### config.mk
export PLATFORM = sky130hd
export DESIGN_NAME = draw_character
export DESIGN_NICKNAME = d
export VERILOG_FILES = /design/src/rtl/draw_character.sv
export SDC_FILE = /design/constraint.sdc
export NUM_CORES = 1
export LEC_CHECK = 0
export ABC_AREA = 1
export CORE_ASPECT_RATIO = 0.6
export CORE_MARGIN = 1
export CORE_UTILIZATION = 51
export DETAILED_ROUTE_END_ITERATION = 12
export GPL_TIMING_DRIVEN = 0
export PLACE_DENSITY = 0.8
export RECOVER_POWER = 100
export SYNTH_ARGS = -nofsm -noshare
export SYNTH_HDL_FRONTEND = slang
export SYNTH_SLANG_ARGS = --single-unit
### constraint.sdc
create_clock -name clock -period 2.62 [get_ports clock]
set_clock_uncertainty 0.05 [all_clocks]
set_input_delay 0.655 -clock clock [delete_from_list [all_inputs] [get_ports clock]]
set_output_delay 0.655 -clock clock [all_outputs]
set_load 0.02 [all_outputs]
### src/rtl/draw_character.sv
// Sprite blitter: reads an SPR_W x SPR_H sprite from a sync ROM and plots it at (char_x, char_y).
// Define SPRITE_MIRROR_EN to honour facing_left as a horizontal mirror.
module draw_character #(
    parameter int         SPR_W       = 8,
    parameter int         SPR_H       = 8,
    parameter int         ADDR_WIDTH  = 6,
    parameter logic [8:0] TRANSPARENT = 9'h1FF
) (
    input  logic                  clock,
    input  logic                  resetn,
    input  logic                  enable,
    input  logic [7:0]            char_x,
    input  logic [6:0]            char_y,
    input  logic                  facing_left,
    output logic [ADDR_WIDTH-1:0] rom_address,
    input  logic [8:0]            rom_data,
    output logic [7:0]            x,
    output logic [6:0]            y,
    output logic [8:0]            color,
    output logic                  plot,
    output logic                  done
);
    localparam int CW = (SPR_W > 1) ? $clog2(SPR_W) : 1;
    localparam int RW = (SPR_H > 1) ? $clog2(SPR_H) : 1;

    typedef enum logic [1:0] {
        S_IDLE,
        S_DRAW,
        S_FLUSH,
        S_DONE
    } state_t;

    state_t        r_state;
    state_t        w_next;
    logic [7:0]    r_cx;
    logic [6:0]    r_cy;
    logic [CW-1:0] r_col;
    logic [CW-1:0] r_pcol;
    logic [CW-1:0] w_rcol;
    logic [RW-1:0] r_row;
    logic [RW-1:0] r_prow;
    logic          r_pv;
    logic          w_last;
    logic          w_vis;
    logic [8:0]    w_sx;
    logic [7:0]    w_sy;
    logic [7:0]    r_x;
    logic [6:0]    r_y;
    logic [8:0]    r_color;
    logic          r_plot;
    logic          r_done;

`ifdef SPRITE_MIRROR_EN
    logic r_face;
    assign w_rcol = r_face ? (CW'(SPR_W - 1) - r_col) : r_col;
`else
    logic w_unused;
    assign w_unused = facing_left;
    assign w_rcol   = r_col;
`endif

    assign w_last = (r_col == CW'(SPR_W - 1)) && (r_row == RW'(SPR_H - 1));
    assign rom_address = (r_state == S_DRAW)
        ? ADDR_WIDTH'(32'(r_row) * SPR_W + 32'(w_rcol)) : '0;

    // Screen coordinates use the unmirrored column; clip, never wrap.
    assign w_sx  = {1'b0, r_cx} + 9'(r_pcol);
    assign w_sy  = {1'b0, r_cy} + 8'(r_prow);
    assign w_vis = r_pv && enable && (rom_data != TRANSPARENT)
                && (w_sx <= 9'd159) && (w_sy <= 8'd119);

    always_comb begin
        w_next = r_state;
        unique case (r_state)
            S_IDLE:  if (enable) w_next = S_DRAW;
            S_DRAW:  if (!enable) w_next = S_IDLE;
                     else if (w_last) w_next = S_FLUSH;
            S_FLUSH: w_next = enable ? S_DONE : S_IDLE;
            S_DONE:  if (!enable) w_next = S_IDLE;
            default: w_next = S_IDLE;
        endcase
    end

    always_ff @(posedge clock) begin
        if (!resetn) begin
            r_state <= S_IDLE;
            r_cx    <= '0;
            r_cy    <= '0;
            r_col   <= '0;
            r_row   <= '0;
            r_pcol  <= '0;
            r_prow  <= '0;
            r_pv    <= 1'b0;
            r_x     <= '0;
            r_y     <= '0;
            r_color <= '0;
            r_plot  <= 1'b0;
            r_done  <= 1'b0;
`ifdef SPRITE_MIRROR_EN
            r_face  <= 1'b0;
`endif
        end else begin
            r_state <= w_next;
            if (r_state == S_IDLE && enable) begin
                r_cx  <= char_x;
                r_cy  <= char_y;
                r_col <= '0;
                r_row <= '0;
`ifdef SPRITE_MIRROR_EN
                r_face <= facing_left;
`endif
            end else if (r_state == S_DRAW && enable) begin
                if (r_col == CW'(SPR_W - 1)) begin
                    r_col <= '0;
                    r_row <= r_row + RW'(1);
                end else begin
                    r_col <= r_col + CW'(1);
                end
            end
            // Pipeline tag lines up with rom_data one cycle later.
            r_pv   <= (r_state == S_DRAW) && enable;
            r_pcol <= r_col;
            r_prow <= r_row;
            r_plot <= w_vis;
            if (w_vis) begin
                r_x     <= w_sx[7:0];
                r_y     <= w_sy[6:0];
                r_color <= rom_data;
            end
            r_done <= (w_next == S_DONE);
        end
    end

    assign x     = r_x;
    assign y     = r_y;
    assign color = r_color;
    assign plot  = r_plot;
    assign done  = r_done;
endmodule

==> flow_summary.ini <==
[status]
status = completed

[placement]
place_congestion = 0.825
dp.final_hpwl_um = 5130
placed_area_um2 = 3540
portBuffers = 58

[sta]
slew-limit-headroom_pct = 66.1
finalSetupViolCount = 0
fmax_mhz = 405
holdWs_ns = 0.404
fin_crit_sh_pct = 94.3
hold_violations = 0
final.min_clock_period_ns = 2.47
slew_violations = 0
rsz0062_at_grt = false
tightest_slew_ns = 0.509

[drt]
route.vias.total = 2722
drtAntennaViolNets = 0
drt_first_pass_iters = 5
routed_via_density = 4.85
drt-initial-drc-count = 149
wl_per_cell_um = 11.9
wl_um = 6660
drc = 0

[logic_synthesis]
async_reset_ff_share_pct = 0
yosys_warnings = 0
synth_xor_xnor_area_share_pct = 1.52
synthSimpleGateAreaFrac_pct = 30.9
netlist.area_leader.share_pct = 39.0
ys_ff_latch = 56
syn_area_per_cell_um2 = 6.71
synth_top_family_by_area = simple AND/OR/NAND/NOR gates
syn_inst = 429
seq_area_frac_synth_pct = 39.0
synthAdderAreaFrac_pct = 5.74
synth-edff-count = 0
synth_fp_nets = 469
synth_cell_type_count = 27
synth_compound_area_share_pct = 7.13
synthFlopType = dfxtp_1
syn_area_um2 = 2880
yosys.area.top_type = dfxtp_1
synthTopCellsByArea = dfxtp_1, inv_1, nand2_1
synth.area.mux_share_pct = 0

[worst_hold_path]
hold_class = reg -> reg

[clock_tree]
cts_root_buf = clkbuf_8
clk_pin_slew_worst_paths_ns = 0.10
cts_max_level = 2
cts_buffers = 5
cts_tree = yes
post_cts_buffers = 0
clkSinkCount = 56
clk_latency_ns = 0.31
ctsLongestPathBuffers = 2

[layout]
diodes = 0
final_common_cell = inv_1
drive_gt1_share_pct = 4.44
mostFrequentLayoutCells = inv_1, nand2_1, nor2_1
syn2layout_area_growth_pct = 26.3
postLayoutCoreUtil_pct = 69.5
final_nets = 534
fin_area_um2 = 3640

[global_route]
grt_pass1_wl_um = 11000
grt_max_degree = 16
grt-ovfl-total = 0
track_usage_pct = 24.1
grt_pass1_vias = 2360
antenna_found_initial = 0

[pwr]
ir_drop_mv = 0.316
p_int_w = 0.00119
sw_frac_of_total_pct = 26.5
power_density_nw_per_um2 = 446
power.total_w = 0.00162
p_seq_share_pct = 55.5
cellLeakagePower_nw = 1.82
pwr-share-comb_pct = 13.7
clkPwrFrac_pct = 30.8
p_sw_w = 0.000431

[flow_run]
drv_cap = 0

[critical_path]
critPathRequiredTime_ns = 1.91
cp-start-kind = flip-flop
crit_fanout = 8
path_class = reg -> out
critPathCaptureType = output port
worstPathArrival_ns = 1.76

[floorplan]
coreArea_um2 = 5230
num_rows = 20
fp.dieH_um = 60.2
die_area_um2 = 5960
pin_count = 60
start_util_pct = 55.0
die_w_um = 99.0
-- synthesized netlist by cell type, drive strengths merged (3+ instances only) --
cell,n
clkbuf,6
o21ai,18
nand3b,3
dfxtp,56
buf,9
inv,100
xor2,4
nand3,16
a21oi,18
nand2,100
ha,10
nand4,23
nor2,58
-- logic make-up after synthesis --
logic type / Yosys count
and+or+nand+nor: 202
xor gates and xnor gates: 5
buffers and inverters: 115
AOI/OAI and AO/OA: 39
adders and majority gates: 12
DFF: 56
-- power groups by stage --
stage	Clock, W	Combinational (W)	Sequential (W)
finish	0.000499	0.000222	0.000901
global route	0.000542	0.000249	0.000905
CTS	0.000505	0.000224	0.000901
detailed placement	0	0.000223	0.000921
global placement	0	0.000218	0.000920
floorplan	0	0.000121	0.000926
-- through the flow --
step / std cells / setup TNS, ns / setup slack [ns]
floorplan: 429 / 0 / 0.655
global placement: 553 / -2.31 / -0.226
detailed placement: 553 / -2.59 / -0.250
CTS: 561 / 0 / 0.0879
global route: 561 / 0 / 0.0532
finish: 561 / 0 / 0.151
-- layout make-up --
class / instances / area [um^2]
Timing Repair Buffer: 58 / 581
Tap cell: 66 / 82.6
Clock buffer: 8 / 90.1
Buffer: 15 / 78.8
Fill cell: 474 / 1590
Multi-Input combinational cell: 258 / 1310
Inverter: 100 / 375
Sequential cell: 56 / 1120
-- critical path, cell delays in order, from the launching register on --
cell and delay, ns:
dfxtp_1 0.33, inv_1 0.10, nand2_1 0.18, nor2_1 0.15, dlygate4sd3_1 0.69
-- registers in the layout, summed over array words and instances (netlist names) --
register and cells:
color 9, r_prow 3, r_state 2, done 1, plot 1, r_cx 8
r_col 3, x 8, r_pv 1, r_row 3, r_pcol 3, r_cy 7
y 7
-- timing repair --
| action | 4_1_cts | 5_1_grt |
|---|---|---|
| hold buffers | 0 | 0 |
| endpoints found under the setup margin | 0 | 8 |
| resized for setup | 0 | 1 |
-- worst paths after layout --
check                           startpoint             end  slack [ns]  cells after the start
worst max register to register     r_cy[0]            y[1]        0.28                     14
worst max-delay path            r_state[1]  rom_address[1]        0.15                      4
worst min-delay path              r_col[2]       r_pcol[2]        0.40                      2
worst min register to register    r_col[2]       r_pcol[2]        0.40                      2
-- per-layer routing --
layer	GRT usage [%]	share of wire [%]	vias up	wire [um]
met5	0	0	-	0
met4	5.33	0.66	0	44
met3	4.68	4.4	5	291
met2	36.8	41	70	2710
met1	35.3	54	1220	3610
li1	-	-	1427	-
Note: power is estimated with default switching activity, not from simulation.
